===== config.mk =====
export PLATFORM = sky130hd
export DESIGN_NAME = axi_id_remap_flat
export DESIGN_NICKNAME = d
export VERILOG_FILES = /design/src/rtl/axi_id_remap_if.sv /design/src/rtl/axi_id_remap.sv /design/src/flat_wrapper.sv
export SDC_FILE = /design/constraint.sdc
export NUM_CORES = 1
export LEC_CHECK = 0
export BUFFER_PORTS_ARGS = -buffer_cell sky130_fd_sc_hd__buf_2
export CORE_ASPECT_RATIO = 0.7
export CORE_MARGIN = 3
export CORE_UTILIZATION = 50
export CTS_CLUSTER_DIAMETER = 30
export DETAILED_ROUTE_END_ITERATION = 12
export PLACE_DENSITY = 0.73
export SYNTH_ARGS = -nofsm -noshare
export SYNTH_HDL_FRONTEND = slang
export SYNTH_SLANG_ARGS = --single-unit

===== constraint.sdc =====
create_clock -name clk -period 4.5 [get_ports clk]
set_clock_uncertainty 0.15 [all_clocks]
set_input_delay 0.9 -clock clk [delete_from_list [all_inputs] [get_ports clk]]
set_output_delay 0.9 -clock clk [all_outputs]
set_load 0.02 [all_outputs]

===== src/rtl/axi_id_remap_if.sv =====
// axi_intf: AXI4 bundle shared by both sides of the ID remapper.
//   Parameters: ID_W (ID width), ADDR_W (address width), DATA_W (data width).
//   Channels: AW, W, B, AR, R. The W channel keeps a wid field so that the
//   compressed downstream side can tag write data with its slot index.
//   Modports:
//     master - drives AW/W/AR payload and valids, B/R readies.
//     slave  - the mirror image of master.
interface axi_intf #(
  parameter int ID_W   = 12,
  parameter int ADDR_W = 32,
  parameter int DATA_W = 32
);
  logic              awvalid;
  logic              awready;
  logic [ID_W-1:0]   awid;
  logic [ADDR_W-1:0] awaddr;
  logic [7:0]        awlen;
  logic [2:0]        awsize;
  logic [1:0]        awburst;

  logic                wvalid;
  logic                wready;
  logic [ID_W-1:0]     wid;
  logic [DATA_W-1:0]   wdata;
  logic [DATA_W/8-1:0] wstrb;
  logic                wlast;

  logic            bvalid;
  logic            bready;
  logic [ID_W-1:0] bid;
  logic [1:0]      bresp;

  logic              arvalid;
  logic              arready;
  logic [ID_W-1:0]   arid;
  logic [ADDR_W-1:0] araddr;
  logic [7:0]        arlen;
  logic [2:0]        arsize;
  logic [1:0]        arburst;

  logic              rvalid;
  logic              rready;
  logic [ID_W-1:0]   rid;
  logic [DATA_W-1:0] rdata;
  logic [1:0]        rresp;
  logic              rlast;

  modport master (
    output awvalid, awid, awaddr, awlen, awsize, awburst,
    input  awready,
    output wvalid, wid, wdata, wstrb, wlast,
    input  wready,
    input  bvalid, bid, bresp,
    output bready,
    output arvalid, arid, araddr, arlen, arsize, arburst,
    input  arready,
    input  rvalid, rid, rdata, rresp, rlast,
    output rready
  );

  modport slave (
    input  awvalid, awid, awaddr, awlen, awsize, awburst,
    output awready,
    input  wvalid, wid, wdata, wstrb, wlast,
    output wready,
    output bvalid, bid, bresp,
    input  bready,
    input  arvalid, arid, araddr, arlen, arsize, arburst,
    output arready,
    output rvalid, rid, rdata, rresp, rlast,
    input  rready
  );
endinterface


===== src/rtl/axi_id_remap.sv =====
// axi_id_remap: compresses 12-bit upstream AXI IDs onto small slot indices
// for the DDR path and restores the original ID on B/R responses.
//
// Ports:
//   clk         in   single clock
//   rstn        in   asynchronous active-low reset
//   s_axi_intf  axi_intf.slave   upstream side, 12-bit IDs
//   m_axi_intf  axi_intf.master  downstream side, ID = slot index, upper bits 0
//   stall_cnt   out  32-bit saturating count of cycles where an AW or AR
//                    request was stalled; only exists when the macro
//                    AXI_ID_REMAP_STAT_EN is defined.
//
// Parameters: SLOTS (entries per table, 2..64), MAX_OUT (outstanding limit
// per slot, fits the 4-bit counter), WQ_DEPTH (W-routing FIFO depth, power of 2).
module axi_id_remap #(
  parameter int SLOTS    = 8,
  parameter int MAX_OUT  = 15,
  parameter int WQ_DEPTH = 8
) (
  input  logic     clk,
  input  logic     rstn,
  axi_intf.slave   s_axi_intf,
  axi_intf.master  m_axi_intf
`ifdef AXI_ID_REMAP_STAT_EN
  ,
  output logic [31:0] stall_cnt
`endif
);

  localparam int IDW = 12;
  localparam int SW  = (SLOTS > 1) ? $clog2(SLOTS) : 1;
  localparam int QW  = (WQ_DEPTH > 1) ? $clog2(WQ_DEPTH) : 1;
  localparam logic [3:0]     MAXC     = 4'(MAX_OUT);
  localparam logic [IDW-1:0] SLOTS_ID = IDW'(SLOTS);

  typedef logic [SW-1:0] slot_t;
  typedef struct packed {
    logic  ok;
    slot_t slot;
  } look_t;

  // A hit always wins so an ID never spreads over two slots; a hit at the
  // outstanding limit stalls even if free slots exist.
  function automatic look_t lookup(
    input logic [SLOTS-1:0] vld,
    input logic [IDW-1:0]   ids [SLOTS],
    input logic [3:0]       cnt [SLOTS],
    input logic [IDW-1:0]   id
  );
    look_t      res;
    logic       hit;
    logic [3:0] hit_cnt;
    slot_t      hit_slot;
    logic       free;
    slot_t      free_slot;
    hit       = 1'b0;
    hit_cnt   = '0;
    hit_slot  = '0;
    free      = 1'b0;
    free_slot = '0;
    for (int i = 0; i < SLOTS; i++) begin
      if (vld[i] && (ids[i] == id)) begin
        hit      = 1'b1;
        hit_cnt  = cnt[i];
        hit_slot = slot_t'(i);
      end
    end
    // Descending scan so the lowest free index is the one left standing.
    for (int i = SLOTS - 1; i >= 0; i--) begin
      if (!vld[i]) begin
        free      = 1'b1;
        free_slot = slot_t'(i);
      end
    end
    res.ok   = hit ? (hit_cnt < MAXC) : free;
    res.slot = hit ? hit_slot : free_slot;
    return res;
  endfunction

  function automatic logic [IDW-1:0] ext(input slot_t s);
    return {{(IDW - SW){1'b0}}, s};
  endfunction

  // Write side state
  logic [SLOTS-1:0] wt_vld;
  logic [IDW-1:0]   wt_id  [SLOTS];
  logic [3:0]       wt_cnt [SLOTS];
  logic [SLOTS-1:0] wt_inc, wt_dec;
  look_t            aw_look;
  logic             aw_ok, aw_hs;
  slot_t            b_idx;
  logic             b_in_range, b_hs;

  // Read side state
  logic [SLOTS-1:0] rt_vld;
  logic [IDW-1:0]   rt_id  [SLOTS];
  logic [3:0]       rt_cnt [SLOTS];
  logic [SLOTS-1:0] rt_inc, rt_dec;
  look_t            ar_look;
  logic             ar_ok, ar_hs;
  slot_t            r_idx;
  logic             r_in_range, r_done;

  // W-routing FIFO: slot of each accepted AW, in order
  slot_t            wq_mem [WQ_DEPTH];
  logic [QW:0]      wq_wr, wq_rd;
  logic             wq_empty, wq_full, w_pop;

  logic unused_wid;
  assign unused_wid = ^s_axi_intf.wid;

  always_comb begin
    aw_look = lookup(wt_vld, wt_id, wt_cnt, s_axi_intf.awid);
    ar_look = lookup(rt_vld, rt_id, rt_cnt, s_axi_intf.arid);
  end

  assign wq_empty = (wq_wr == wq_rd);
  assign wq_full  = (wq_wr[QW] != wq_rd[QW]) && (wq_wr[QW-1:0] == wq_rd[QW-1:0]);

  assign aw_ok = aw_look.ok && !wq_full;
  assign ar_ok = ar_look.ok;

  // Valids are gated by rstn so they drop the instant reset asserts,
  // independent of what the upstream side is still presenting.
  assign m_axi_intf.awvalid = rstn && s_axi_intf.awvalid && aw_ok;
  assign s_axi_intf.awready = m_axi_intf.awready && aw_ok;
  assign m_axi_intf.awid    = ext(aw_look.slot);
  assign m_axi_intf.awaddr  = s_axi_intf.awaddr;
  assign m_axi_intf.awlen   = s_axi_intf.awlen;
  assign m_axi_intf.awsize  = s_axi_intf.awsize;
  assign m_axi_intf.awburst = s_axi_intf.awburst;
  assign aw_hs = m_axi_intf.awvalid && m_axi_intf.awready;

  // W data is held off until its AW has been accepted and queued.
  assign m_axi_intf.wvalid = rstn && s_axi_intf.wvalid && !wq_empty;
  assign s_axi_intf.wready = m_axi_intf.wready && !wq_empty;
  assign m_axi_intf.wid    = ext(wq_mem[wq_rd[QW-1:0]]);
  assign m_axi_intf.wdata  = s_axi_intf.wdata;
  assign m_axi_intf.wstrb  = s_axi_intf.wstrb;
  assign m_axi_intf.wlast  = s_axi_intf.wlast;
  assign w_pop = m_axi_intf.wvalid && m_axi_intf.wready && s_axi_intf.wlast;

  assign b_idx      = m_axi_intf.bid[SW-1:0];
  assign b_in_range = (m_axi_intf.bid < SLOTS_ID);
  assign s_axi_intf.bvalid = rstn && m_axi_intf.bvalid;
  assign m_axi_intf.bready = s_axi_intf.bready;
  assign s_axi_intf.bresp  = m_axi_intf.bresp;
  assign s_axi_intf.bid    = b_in_range ? wt_id[b_idx] : '0;
  assign b_hs = m_axi_intf.bvalid && m_axi_intf.bready;

  assign m_axi_intf.arvalid = rstn && s_axi_intf.arvalid && ar_ok;
  assign s_axi_intf.arready = m_axi_intf.arready && ar_ok;
  assign m_axi_intf.arid    = ext(ar_look.slot);
  assign m_axi_intf.araddr  = s_axi_intf.araddr;
  assign m_axi_intf.arlen   = s_axi_intf.arlen;
  assign m_axi_intf.arsize  = s_axi_intf.arsize;
  assign m_axi_intf.arburst = s_axi_intf.arburst;
  assign ar_hs = m_axi_intf.arvalid && m_axi_intf.arready;

  assign r_idx      = m_axi_intf.rid[SW-1:0];
  assign r_in_range = (m_axi_intf.rid < SLOTS_ID);
  assign s_axi_intf.rvalid = rstn && m_axi_intf.rvalid;
  assign m_axi_intf.rready = s_axi_intf.rready;
  assign s_axi_intf.rdata  = m_axi_intf.rdata;
  assign s_axi_intf.rresp  = m_axi_intf.rresp;
  assign s_axi_intf.rlast  = m_axi_intf.rlast;
  assign s_axi_intf.rid    = r_in_range ? rt_id[r_idx] : '0;
  assign r_done = m_axi_intf.rvalid && m_axi_intf.rready && m_axi_intf.rlast;

  // Per-slot take/release strobes. A release against an idle slot is a
  // protocol violation and is ignored so the counter cannot underflow.
  always_comb begin
    wt_inc = '0;
    wt_dec = '0;
    rt_inc = '0;
    rt_dec = '0;
    for (int i = 0; i < SLOTS; i++) begin
      wt_inc[i] = aw_hs && (aw_look.slot == slot_t'(i));
      wt_dec[i] = b_hs && b_in_range && (b_idx == slot_t'(i)) && wt_vld[i] && (wt_cnt[i] != 4'd0);
      rt_inc[i] = ar_hs && (ar_look.slot == slot_t'(i));
      rt_dec[i] = r_done && r_in_range && (r_idx == slot_t'(i)) && rt_vld[i] && (rt_cnt[i] != 4'd0);
    end
  end

  // Write table: a take and a release on the same slot cancel out and the
  // entry stays valid.
  always_ff @(posedge clk or negedge rstn) begin
    if (!rstn) begin
      wt_vld <= '0;
      for (int i = 0; i < SLOTS; i++) begin
        wt_id[i]  <= '0;
        wt_cnt[i] <= '0;
      end
    end else begin
      for (int i = 0; i < SLOTS; i++) begin
        if (wt_inc[i] && !wt_dec[i]) begin
          wt_cnt[i] <= wt_cnt[i] + 4'd1;
        end else if (!wt_inc[i] && wt_dec[i]) begin
          wt_cnt[i] <= wt_cnt[i] - 4'd1;
        end
        if (wt_inc[i]) begin
          wt_vld[i] <= 1'b1;
          wt_id[i]  <= s_axi_intf.awid;
        end else if (wt_dec[i] && (wt_cnt[i] == 4'd1)) begin
          wt_vld[i] <= 1'b0;
        end
      end
    end
  end

  // Read table: only the last beat of a burst releases the slot.
  always_ff @(posedge clk or negedge rstn) begin
    if (!rstn) begin
      rt_vld <= '0;
      for (int i = 0; i < SLOTS; i++) begin
        rt_id[i]  <= '0;
        rt_cnt[i] <= '0;
      end
    end else begin
      for (int i = 0; i < SLOTS; i++) begin
        if (rt_inc[i] && !rt_dec[i]) begin
          rt_cnt[i] <= rt_cnt[i] + 4'd1;
        end else if (!rt_inc[i] && rt_dec[i]) begin
          rt_cnt[i] <= rt_cnt[i] - 4'd1;
        end
        if (rt_inc[i]) begin
          rt_vld[i] <= 1'b1;
          rt_id[i]  <= s_axi_intf.arid;
        end else if (rt_dec[i] && (rt_cnt[i] == 4'd1)) begin
          rt_vld[i] <= 1'b0;
        end
      end
    end
  end

  always_ff @(posedge clk or negedge rstn) begin
    if (!rstn) begin
      wq_wr <= '0;
      wq_rd <= '0;
    end else begin
      if (aw_hs) wq_wr <= wq_wr + (QW+1)'(1);
      if (w_pop) wq_rd <= wq_rd + (QW+1)'(1);
    end
  end

  // FIFO storage needs no reset; only the pointers define its contents.
  always_ff @(posedge clk) begin
    if (aw_hs) wq_mem[wq_wr[QW-1:0]] <= aw_look.slot;
  end

`ifdef AXI_ID_REMAP_STAT_EN
  // One increment per cycle in which either request channel is held off.
  always_ff @(posedge clk or negedge rstn) begin
    if (!rstn) begin
      stall_cnt <= '0;
    end else if (((s_axi_intf.awvalid && !aw_ok) || (s_axi_intf.arvalid && !ar_ok)) &&
                 (stall_cnt != 32'hFFFF_FFFF)) begin
      stall_cnt <= stall_cnt + 32'd1;
    end
  end
`endif

endmodule


===== src/flat_wrapper.sv =====
// flat-port wrapper written by rule: the top's interface ports become plain ports
module axi_id_remap_flat 
#(
  parameter int SLOTS    = 8,
  parameter int MAX_OUT  = 15,
  parameter int WQ_DEPTH = 8
)
  (clk, rstn, s_axi_intf_awvalid, s_axi_intf_awid, s_axi_intf_awaddr, s_axi_intf_awlen, s_axi_intf_awsize, s_axi_intf_awburst, s_axi_intf_awready, s_axi_intf_wvalid, s_axi_intf_wid, s_axi_intf_wdata, s_axi_intf_wstrb, s_axi_intf_wlast, s_axi_intf_wready, s_axi_intf_bvalid, s_axi_intf_bid, s_axi_intf_bresp, s_axi_intf_bready, s_axi_intf_arvalid, s_axi_intf_arid, s_axi_intf_araddr, s_axi_intf_arlen, s_axi_intf_arsize, s_axi_intf_arburst, s_axi_intf_arready, s_axi_intf_rvalid, s_axi_intf_rid, s_axi_intf_rdata, s_axi_intf_rresp, s_axi_intf_rlast, s_axi_intf_rready, m_axi_intf_awvalid, m_axi_intf_awid, m_axi_intf_awaddr, m_axi_intf_awlen, m_axi_intf_awsize, m_axi_intf_awburst, m_axi_intf_awready, m_axi_intf_wvalid, m_axi_intf_wid, m_axi_intf_wdata, m_axi_intf_wstrb, m_axi_intf_wlast, m_axi_intf_wready, m_axi_intf_bvalid, m_axi_intf_bid, m_axi_intf_bresp, m_axi_intf_bready, m_axi_intf_arvalid, m_axi_intf_arid, m_axi_intf_araddr, m_axi_intf_arlen, m_axi_intf_arsize, m_axi_intf_arburst, m_axi_intf_arready, m_axi_intf_rvalid, m_axi_intf_rid, m_axi_intf_rdata, m_axi_intf_rresp, m_axi_intf_rlast, m_axi_intf_rready);
  axi_intf #(.ID_W(12)) s_axi_intf_i ();
  axi_intf #(.ID_W(12)) m_axi_intf_i ();
  input  logic clk;
  input  logic rstn;
  input wire logic [$bits(s_axi_intf_i.awvalid)-1:0] s_axi_intf_awvalid;
  input wire logic [$bits(s_axi_intf_i.awid)-1:0] s_axi_intf_awid;
  input wire logic [$bits(s_axi_intf_i.awaddr)-1:0] s_axi_intf_awaddr;
  input wire logic [$bits(s_axi_intf_i.awlen)-1:0] s_axi_intf_awlen;
  input wire logic [$bits(s_axi_intf_i.awsize)-1:0] s_axi_intf_awsize;
  input wire logic [$bits(s_axi_intf_i.awburst)-1:0] s_axi_intf_awburst;
  output wire logic [$bits(s_axi_intf_i.awready)-1:0] s_axi_intf_awready;
  input wire logic [$bits(s_axi_intf_i.wvalid)-1:0] s_axi_intf_wvalid;
  input wire logic [$bits(s_axi_intf_i.wid)-1:0] s_axi_intf_wid;
  input wire logic [$bits(s_axi_intf_i.wdata)-1:0] s_axi_intf_wdata;
  input wire logic [$bits(s_axi_intf_i.wstrb)-1:0] s_axi_intf_wstrb;
  input wire logic [$bits(s_axi_intf_i.wlast)-1:0] s_axi_intf_wlast;
  output wire logic [$bits(s_axi_intf_i.wready)-1:0] s_axi_intf_wready;
  output wire logic [$bits(s_axi_intf_i.bvalid)-1:0] s_axi_intf_bvalid;
  output wire logic [$bits(s_axi_intf_i.bid)-1:0] s_axi_intf_bid;
  output wire logic [$bits(s_axi_intf_i.bresp)-1:0] s_axi_intf_bresp;
  input wire logic [$bits(s_axi_intf_i.bready)-1:0] s_axi_intf_bready;
  input wire logic [$bits(s_axi_intf_i.arvalid)-1:0] s_axi_intf_arvalid;
  input wire logic [$bits(s_axi_intf_i.arid)-1:0] s_axi_intf_arid;
  input wire logic [$bits(s_axi_intf_i.araddr)-1:0] s_axi_intf_araddr;
  input wire logic [$bits(s_axi_intf_i.arlen)-1:0] s_axi_intf_arlen;
  input wire logic [$bits(s_axi_intf_i.arsize)-1:0] s_axi_intf_arsize;
  input wire logic [$bits(s_axi_intf_i.arburst)-1:0] s_axi_intf_arburst;
  output wire logic [$bits(s_axi_intf_i.arready)-1:0] s_axi_intf_arready;
  output wire logic [$bits(s_axi_intf_i.rvalid)-1:0] s_axi_intf_rvalid;
  output wire logic [$bits(s_axi_intf_i.rid)-1:0] s_axi_intf_rid;
  output wire logic [$bits(s_axi_intf_i.rdata)-1:0] s_axi_intf_rdata;
  output wire logic [$bits(s_axi_intf_i.rresp)-1:0] s_axi_intf_rresp;
  output wire logic [$bits(s_axi_intf_i.rlast)-1:0] s_axi_intf_rlast;
  input wire logic [$bits(s_axi_intf_i.rready)-1:0] s_axi_intf_rready;
  output wire logic [$bits(m_axi_intf_i.awvalid)-1:0] m_axi_intf_awvalid;
  output wire logic [$bits(m_axi_intf_i.awid)-1:0] m_axi_intf_awid;
  output wire logic [$bits(m_axi_intf_i.awaddr)-1:0] m_axi_intf_awaddr;
  output wire logic [$bits(m_axi_intf_i.awlen)-1:0] m_axi_intf_awlen;
  output wire logic [$bits(m_axi_intf_i.awsize)-1:0] m_axi_intf_awsize;
  output wire logic [$bits(m_axi_intf_i.awburst)-1:0] m_axi_intf_awburst;
  input wire logic [$bits(m_axi_intf_i.awready)-1:0] m_axi_intf_awready;
  output wire logic [$bits(m_axi_intf_i.wvalid)-1:0] m_axi_intf_wvalid;
  output wire logic [$bits(m_axi_intf_i.wid)-1:0] m_axi_intf_wid;
  output wire logic [$bits(m_axi_intf_i.wdata)-1:0] m_axi_intf_wdata;
  output wire logic [$bits(m_axi_intf_i.wstrb)-1:0] m_axi_intf_wstrb;
  output wire logic [$bits(m_axi_intf_i.wlast)-1:0] m_axi_intf_wlast;
  input wire logic [$bits(m_axi_intf_i.wready)-1:0] m_axi_intf_wready;
  input wire logic [$bits(m_axi_intf_i.bvalid)-1:0] m_axi_intf_bvalid;
  input wire logic [$bits(m_axi_intf_i.bid)-1:0] m_axi_intf_bid;
  input wire logic [$bits(m_axi_intf_i.bresp)-1:0] m_axi_intf_bresp;
  output wire logic [$bits(m_axi_intf_i.bready)-1:0] m_axi_intf_bready;
  output wire logic [$bits(m_axi_intf_i.arvalid)-1:0] m_axi_intf_arvalid;
  output wire logic [$bits(m_axi_intf_i.arid)-1:0] m_axi_intf_arid;
  output wire logic [$bits(m_axi_intf_i.araddr)-1:0] m_axi_intf_araddr;
  output wire logic [$bits(m_axi_intf_i.arlen)-1:0] m_axi_intf_arlen;
  output wire logic [$bits(m_axi_intf_i.arsize)-1:0] m_axi_intf_arsize;
  output wire logic [$bits(m_axi_intf_i.arburst)-1:0] m_axi_intf_arburst;
  input wire logic [$bits(m_axi_intf_i.arready)-1:0] m_axi_intf_arready;
  input wire logic [$bits(m_axi_intf_i.rvalid)-1:0] m_axi_intf_rvalid;
  input wire logic [$bits(m_axi_intf_i.rid)-1:0] m_axi_intf_rid;
  input wire logic [$bits(m_axi_intf_i.rdata)-1:0] m_axi_intf_rdata;
  input wire logic [$bits(m_axi_intf_i.rresp)-1:0] m_axi_intf_rresp;
  input wire logic [$bits(m_axi_intf_i.rlast)-1:0] m_axi_intf_rlast;
  output wire logic [$bits(m_axi_intf_i.rready)-1:0] m_axi_intf_rready;
  assign s_axi_intf_i.awvalid = s_axi_intf_awvalid;
  assign s_axi_intf_i.awid = s_axi_intf_awid;
  assign s_axi_intf_i.awaddr = s_axi_intf_awaddr;
  assign s_axi_intf_i.awlen = s_axi_intf_awlen;
  assign s_axi_intf_i.awsize = s_axi_intf_awsize;
  assign s_axi_intf_i.awburst = s_axi_intf_awburst;
  assign s_axi_intf_awready = s_axi_intf_i.awready;
  assign s_axi_intf_i.wvalid = s_axi_intf_wvalid;
  assign s_axi_intf_i.wid = s_axi_intf_wid;
  assign s_axi_intf_i.wdata = s_axi_intf_wdata;
  assign s_axi_intf_i.wstrb = s_axi_intf_wstrb;
  assign s_axi_intf_i.wlast = s_axi_intf_wlast;
  assign s_axi_intf_wready = s_axi_intf_i.wready;
  assign s_axi_intf_bvalid = s_axi_intf_i.bvalid;
  assign s_axi_intf_bid = s_axi_intf_i.bid;
  assign s_axi_intf_bresp = s_axi_intf_i.bresp;
  assign s_axi_intf_i.bready = s_axi_intf_bready;
  assign s_axi_intf_i.arvalid = s_axi_intf_arvalid;
  assign s_axi_intf_i.arid = s_axi_intf_arid;
  assign s_axi_intf_i.araddr = s_axi_intf_araddr;
  assign s_axi_intf_i.arlen = s_axi_intf_arlen;
  assign s_axi_intf_i.arsize = s_axi_intf_arsize;
  assign s_axi_intf_i.arburst = s_axi_intf_arburst;
  assign s_axi_intf_arready = s_axi_intf_i.arready;
  assign s_axi_intf_rvalid = s_axi_intf_i.rvalid;
  assign s_axi_intf_rid = s_axi_intf_i.rid;
  assign s_axi_intf_rdata = s_axi_intf_i.rdata;
  assign s_axi_intf_rresp = s_axi_intf_i.rresp;
  assign s_axi_intf_rlast = s_axi_intf_i.rlast;
  assign s_axi_intf_i.rready = s_axi_intf_rready;
  assign m_axi_intf_awvalid = m_axi_intf_i.awvalid;
  assign m_axi_intf_awid = m_axi_intf_i.awid;
  assign m_axi_intf_awaddr = m_axi_intf_i.awaddr;
  assign m_axi_intf_awlen = m_axi_intf_i.awlen;
  assign m_axi_intf_awsize = m_axi_intf_i.awsize;
  assign m_axi_intf_awburst = m_axi_intf_i.awburst;
  assign m_axi_intf_i.awready = m_axi_intf_awready;
  assign m_axi_intf_wvalid = m_axi_intf_i.wvalid;
  assign m_axi_intf_wid = m_axi_intf_i.wid;
  assign m_axi_intf_wdata = m_axi_intf_i.wdata;
  assign m_axi_intf_wstrb = m_axi_intf_i.wstrb;
  assign m_axi_intf_wlast = m_axi_intf_i.wlast;
  assign m_axi_intf_i.wready = m_axi_intf_wready;
  assign m_axi_intf_i.bvalid = m_axi_intf_bvalid;
  assign m_axi_intf_i.bid = m_axi_intf_bid;
  assign m_axi_intf_i.bresp = m_axi_intf_bresp;
  assign m_axi_intf_bready = m_axi_intf_i.bready;
  assign m_axi_intf_arvalid = m_axi_intf_i.arvalid;
  assign m_axi_intf_arid = m_axi_intf_i.arid;
  assign m_axi_intf_araddr = m_axi_intf_i.araddr;
  assign m_axi_intf_arlen = m_axi_intf_i.arlen;
  assign m_axi_intf_arsize = m_axi_intf_i.arsize;
  assign m_axi_intf_arburst = m_axi_intf_i.arburst;
  assign m_axi_intf_i.arready = m_axi_intf_arready;
  assign m_axi_intf_i.rvalid = m_axi_intf_rvalid;
  assign m_axi_intf_i.rid = m_axi_intf_rid;
  assign m_axi_intf_i.rdata = m_axi_intf_rdata;
  assign m_axi_intf_i.rresp = m_axi_intf_rresp;
  assign m_axi_intf_i.rlast = m_axi_intf_rlast;
  assign m_axi_intf_rready = m_axi_intf_i.rready;
  axi_id_remap #(.SLOTS(SLOTS), .MAX_OUT(MAX_OUT), .WQ_DEPTH(WQ_DEPTH)) u_core (.clk(clk), .rstn(rstn), .s_axi_intf(s_axi_intf_i), .m_axi_intf(m_axi_intf_i));
endmodule

==> results.yml <==
floorplanning:
  die_h_um: 173
  io_count: 470
  placeableCoreArea_mm2: 0.0387
  start_util_pct: 51.1
  placementRows: 60
  floorplan.die.width_um: 244
  fp.dieArea_mm2: 0.0421
logic_synthesis:
  postSynth.topFlopCell: "dfrtp_1"
  synth-seq-cells: 304
  yosysTopAreaCellShare_pct: 35.4
  postSynthAreaPerCell_um2: 11.1
  mappedNetlistArea_mm2: 0.0198
  number_of_flops_mapped_to_enable_cells_by_yosys: 24
  netlist_top_cells_area: "dfrtp_1 35%, mux2_2 8.6%, xnor2_1 7.6%"
  ys_seq_area_share_pct: 39.0
  synth.distinct_cells: 69
  post-synth-top-area-cell: "dfrtp_1"
  synthCells: 1782
  yosys_warnings: 0
  synthArstFlopShare_pct: 92.1
place:
  post-place-ws_ns: -0.158
  globalplace.congestion: 0.897
  port_buffers: 106
  post-dp-hpwl_mm: 40.4
routing:
  post_detailed_route_count_of_antenna_violating_nets: 0
  vias: 13900
  drt_iter0_markers: 1208
  drcViolationCount: 0
  routed_wire_length_per_instance_um: 22.5
  wl_mm: 54.3
  viasPerCell: 5.73
  drt_pass_1_iters: 5
pwr:
  cellLeakagePower_nw: 10.2
  vdd_drop_max_v: 0.000376
  cell_int_power_mw: 9.39
  power.clock.fraction_pct: 31.9
  power.share.combinational_pct: 32.7
  cellPowerDensity_mw_per_mm2: 647
  power.share.sequential_pct: 35.4
  switching_share_pct: 35.8
  p_switching_mw: 5.23
cts:
  clock-root-buffer: "clkbuf_16"
  cts-htree-levels: 2
  insertion_delay_ns: 0.61
  tritoncts: "yes"
  ctsHoldBuffers: 0
  clkSlewWorstSetupHoldPaths_ns: 0.06
  cts-root-to-sink-buffers: 3
  cts_inserted_buffers: 61
  clock-sinks: 304
finish:
  area_delta_synth_final_pct: 14.2
  nFillCells: 3059
  design.final.nets: 2138
  final_layout_size_suffix_gt1_share_pct: 34.6
outcome:
  run_status: "completed"
sta:
  report.final.setup_viol: 0
  maxSlewViolCount: 0
  final.setup.tns_ns: 0
  max_clock_freq_mhz: 224
  finalWorstPathRequiredPeriod_ns: 4.47
  postLayoutSetupSlackWorst_ns: 0.0295
  tightestPinTransition_ns: 1.07
  fin_crit_sh_pct: 99.3
  max_slew_margin_pct: 28.8
  hold_viol_final: 0
worst_setup_path:
  arrival_ns: 3.42
  r2r_setup_slack_ns: 0.50
  critical_path_required_ns: 3.45
  worstSetupEndpointType: "primary output"
  start_kind: "primary input"
  max_fo_critical_path: 4
  worst-setup-path-type: "in2out"
min_path:
  hp-class: "in2async"
job:
  cap_viol_max_count: 0
grt:
  grt_antenna_before_repair: 4
  groute.usage.overall_pct: 25.3
  grt_pass1_vias: 14000
  wire_length_of_the_first_global_routing_pass_mm: 83.2
  grt_max_degree: 128
  grt_overflow: 0
timing repair:
action                     4_1_cts  5_1_grt
pin swaps                        2        3
resized for setup                6       10
setup endpoints to repair        2        5
buffers inserted                 1        1
state kept, by name (all words and copies together) (netlist names):
| signal | flops |
|---|---|
| u_core.rt_cnt | 32 |
| u_core.rt_id | 96 |
| u_core.rt_vld | 8 |
| u_core.wq_mem | 24 |
| u_core.wq_rd | 4 |
| u_core.wq_wr | 4 |
| u_core.wt_cnt | 32 |
| u_core.wt_id | 96 |
| u_core.wt_vld | 8 |
power by group through the flow:
stage / Clock, mW / Sequential [mW] / Combinational [mW]
final: 4.66 / 5.18 / 4.78
after CTS: 4.73 / 5.14 / 4.75
after global placement: 0 / 5.07 / 4.54
after floorplan: 0 / 4.73 / 3.82
after global routing: 4.88 / 5.33 / 5.19
after detailed placement: 0 / 5.16 / 4.69
worst max-delay path, stage by stage:
cell and delay, ns:
buf_2 0.15, xor2_1 0.20, or4_1 0.53, or4_4 0.50
and2_1 0.21, o21ai_2 0.10, a31oi_4 0.15, a211oi_2 0.24
o211a_1 0.26, buf_4 0.17
per-stage QoR:
stage / cells / util [%] / instance area, um^2 / hold slack, ns / power, mW
final: 2417 / 58.4 / 22600 / 0.0213 / 14.6
after detailed placement: 2298 / 52.5 / 20400 / 0.332 / 9.85
after global routing: 2416 / 58.4 / 22600 / 0.00779 / 15.4
after CTS: 2414 / 58.2 / 22600 / 0.00734 / 14.6
after global placement: 2298 / 52.5 / 20400 / 0.323 / 9.61
after floorplan: 1808 / - / 20000 / 0.306 / 8.55
layout make-up:
type,count,area [um^2],area share [%]
Tap cell,527,659,2.92
Antenna cell,2,5.00,0.0221
Clock buffer,66,1580,6.97
Inverter,50,191,0.846
Clock inverter,49,597,2.64
Timing Repair Buffer,255,1690,7.46
Multi-Input combinational cell,1164,10200,45.0
Sequential cell,304,7730,34.2
Yosys cell counts (10+ instances only):
cell type and count:
mux2_4 28, edfxtp_1 24, o21ai_0 40, nand3_1 39, ha_1 66, inv_1 50
nand2b_1 12, nand2_1 111, buf_2 41, buf_1 11, a21oi_1 35, dfrtp_1 280
nand4_1 58, buf_4 198, clkbuf_1 30, nor2_1 75, xor2_1 93, mux2_1 20
nor4_1 24, mux2i_1 28, and3_1 14, xnor2_1 173, mux2_2 151, nor3_1 19
mux4_2 54, or4_1 18, buf_6 10
path summary, 6_finish.rpt:
check                      cells past startpoint                    startpoint                             to
setup reg to reg                              13  u_core.wt_id[94]$_DFFE_PN0P_  u_core.wt_cnt[31]$_DFFE_PN0P_
min in group clk                               1  u_core.rt_cnt[7]$_DFFE_PN0P_   u_core.rt_cnt[7]$_DFFE_PN0P_
hold / removal                                 1                          rstn   u_core.wt_id[36]$_DFFE_PN0P_
hold reg to reg                                1  u_core.rt_cnt[7]$_DFFE_PN0P_   u_core.rt_cnt[7]$_DFFE_PN0P_
max in group asynchronous                      3                          rstn   u_core.wt_id[78]$_DFFE_PN0P_
setup / recovery                              10            s_axi_intf_arid[9]             m_axi_intf_arvalid
cell families after synthesis:
group	after synthesis	share of synthesized area, %
muxes	282	19.5
adders and majority gates	66	4.17
buffers and inverters	340	10.8
xor gates and xnor gates	266	11.8
DFF	304	39.0
other	1	0.0189
AOI/OAI and AO/OA	102	3.11
and+or+nand+nor	421	11.6
per-layer routing:
layer	GRT usage, %	share of wire (%)	vias to the layer above
met3	7.62	10	144
li1	-	-	6133
met4	8.90	3.3	0
met2	37.3	44	693
met5	0.113	0	-
met1	35.4	42	6881
cells in the final DEF (no fill, tap or decap), types with 5 or more instances in the layout:
master	synthesis	routed
nand4_1	58	58
nor4_1	24	20
edfxtp_1	24	24
clkinvlp_4	0	11
ha_1	66	65
xnor2_1	173	171
bufinv_16	0	6
nand2_1	111	111
mux2i_1	28	28
nor2_1	75	74
buf_2	41	104
dfrtp_1	280	280
a21oi_1	35	32
mux4_2	54	54
nor2b_1	5	5
buf_4	198	148
nand2b_1	12	12
nand3_1	39	38
or4_1	18	14
clkinv_2	0	6
mux2_2	151	151
nor4_2	4	8
inv_6	0	9
and2_1	7	7
inv_1	50	49
nor3_1	19	18
clkbuf_16	0	61
inv_8	0	8
mux2_4	28	28
clkinv_4	0	5
xor2_1	93	93
mux2_1	20	20
and3_1	14	13
conb_1	1	27
o21ai_0	40	39
(Power assumes the default switching activity.)
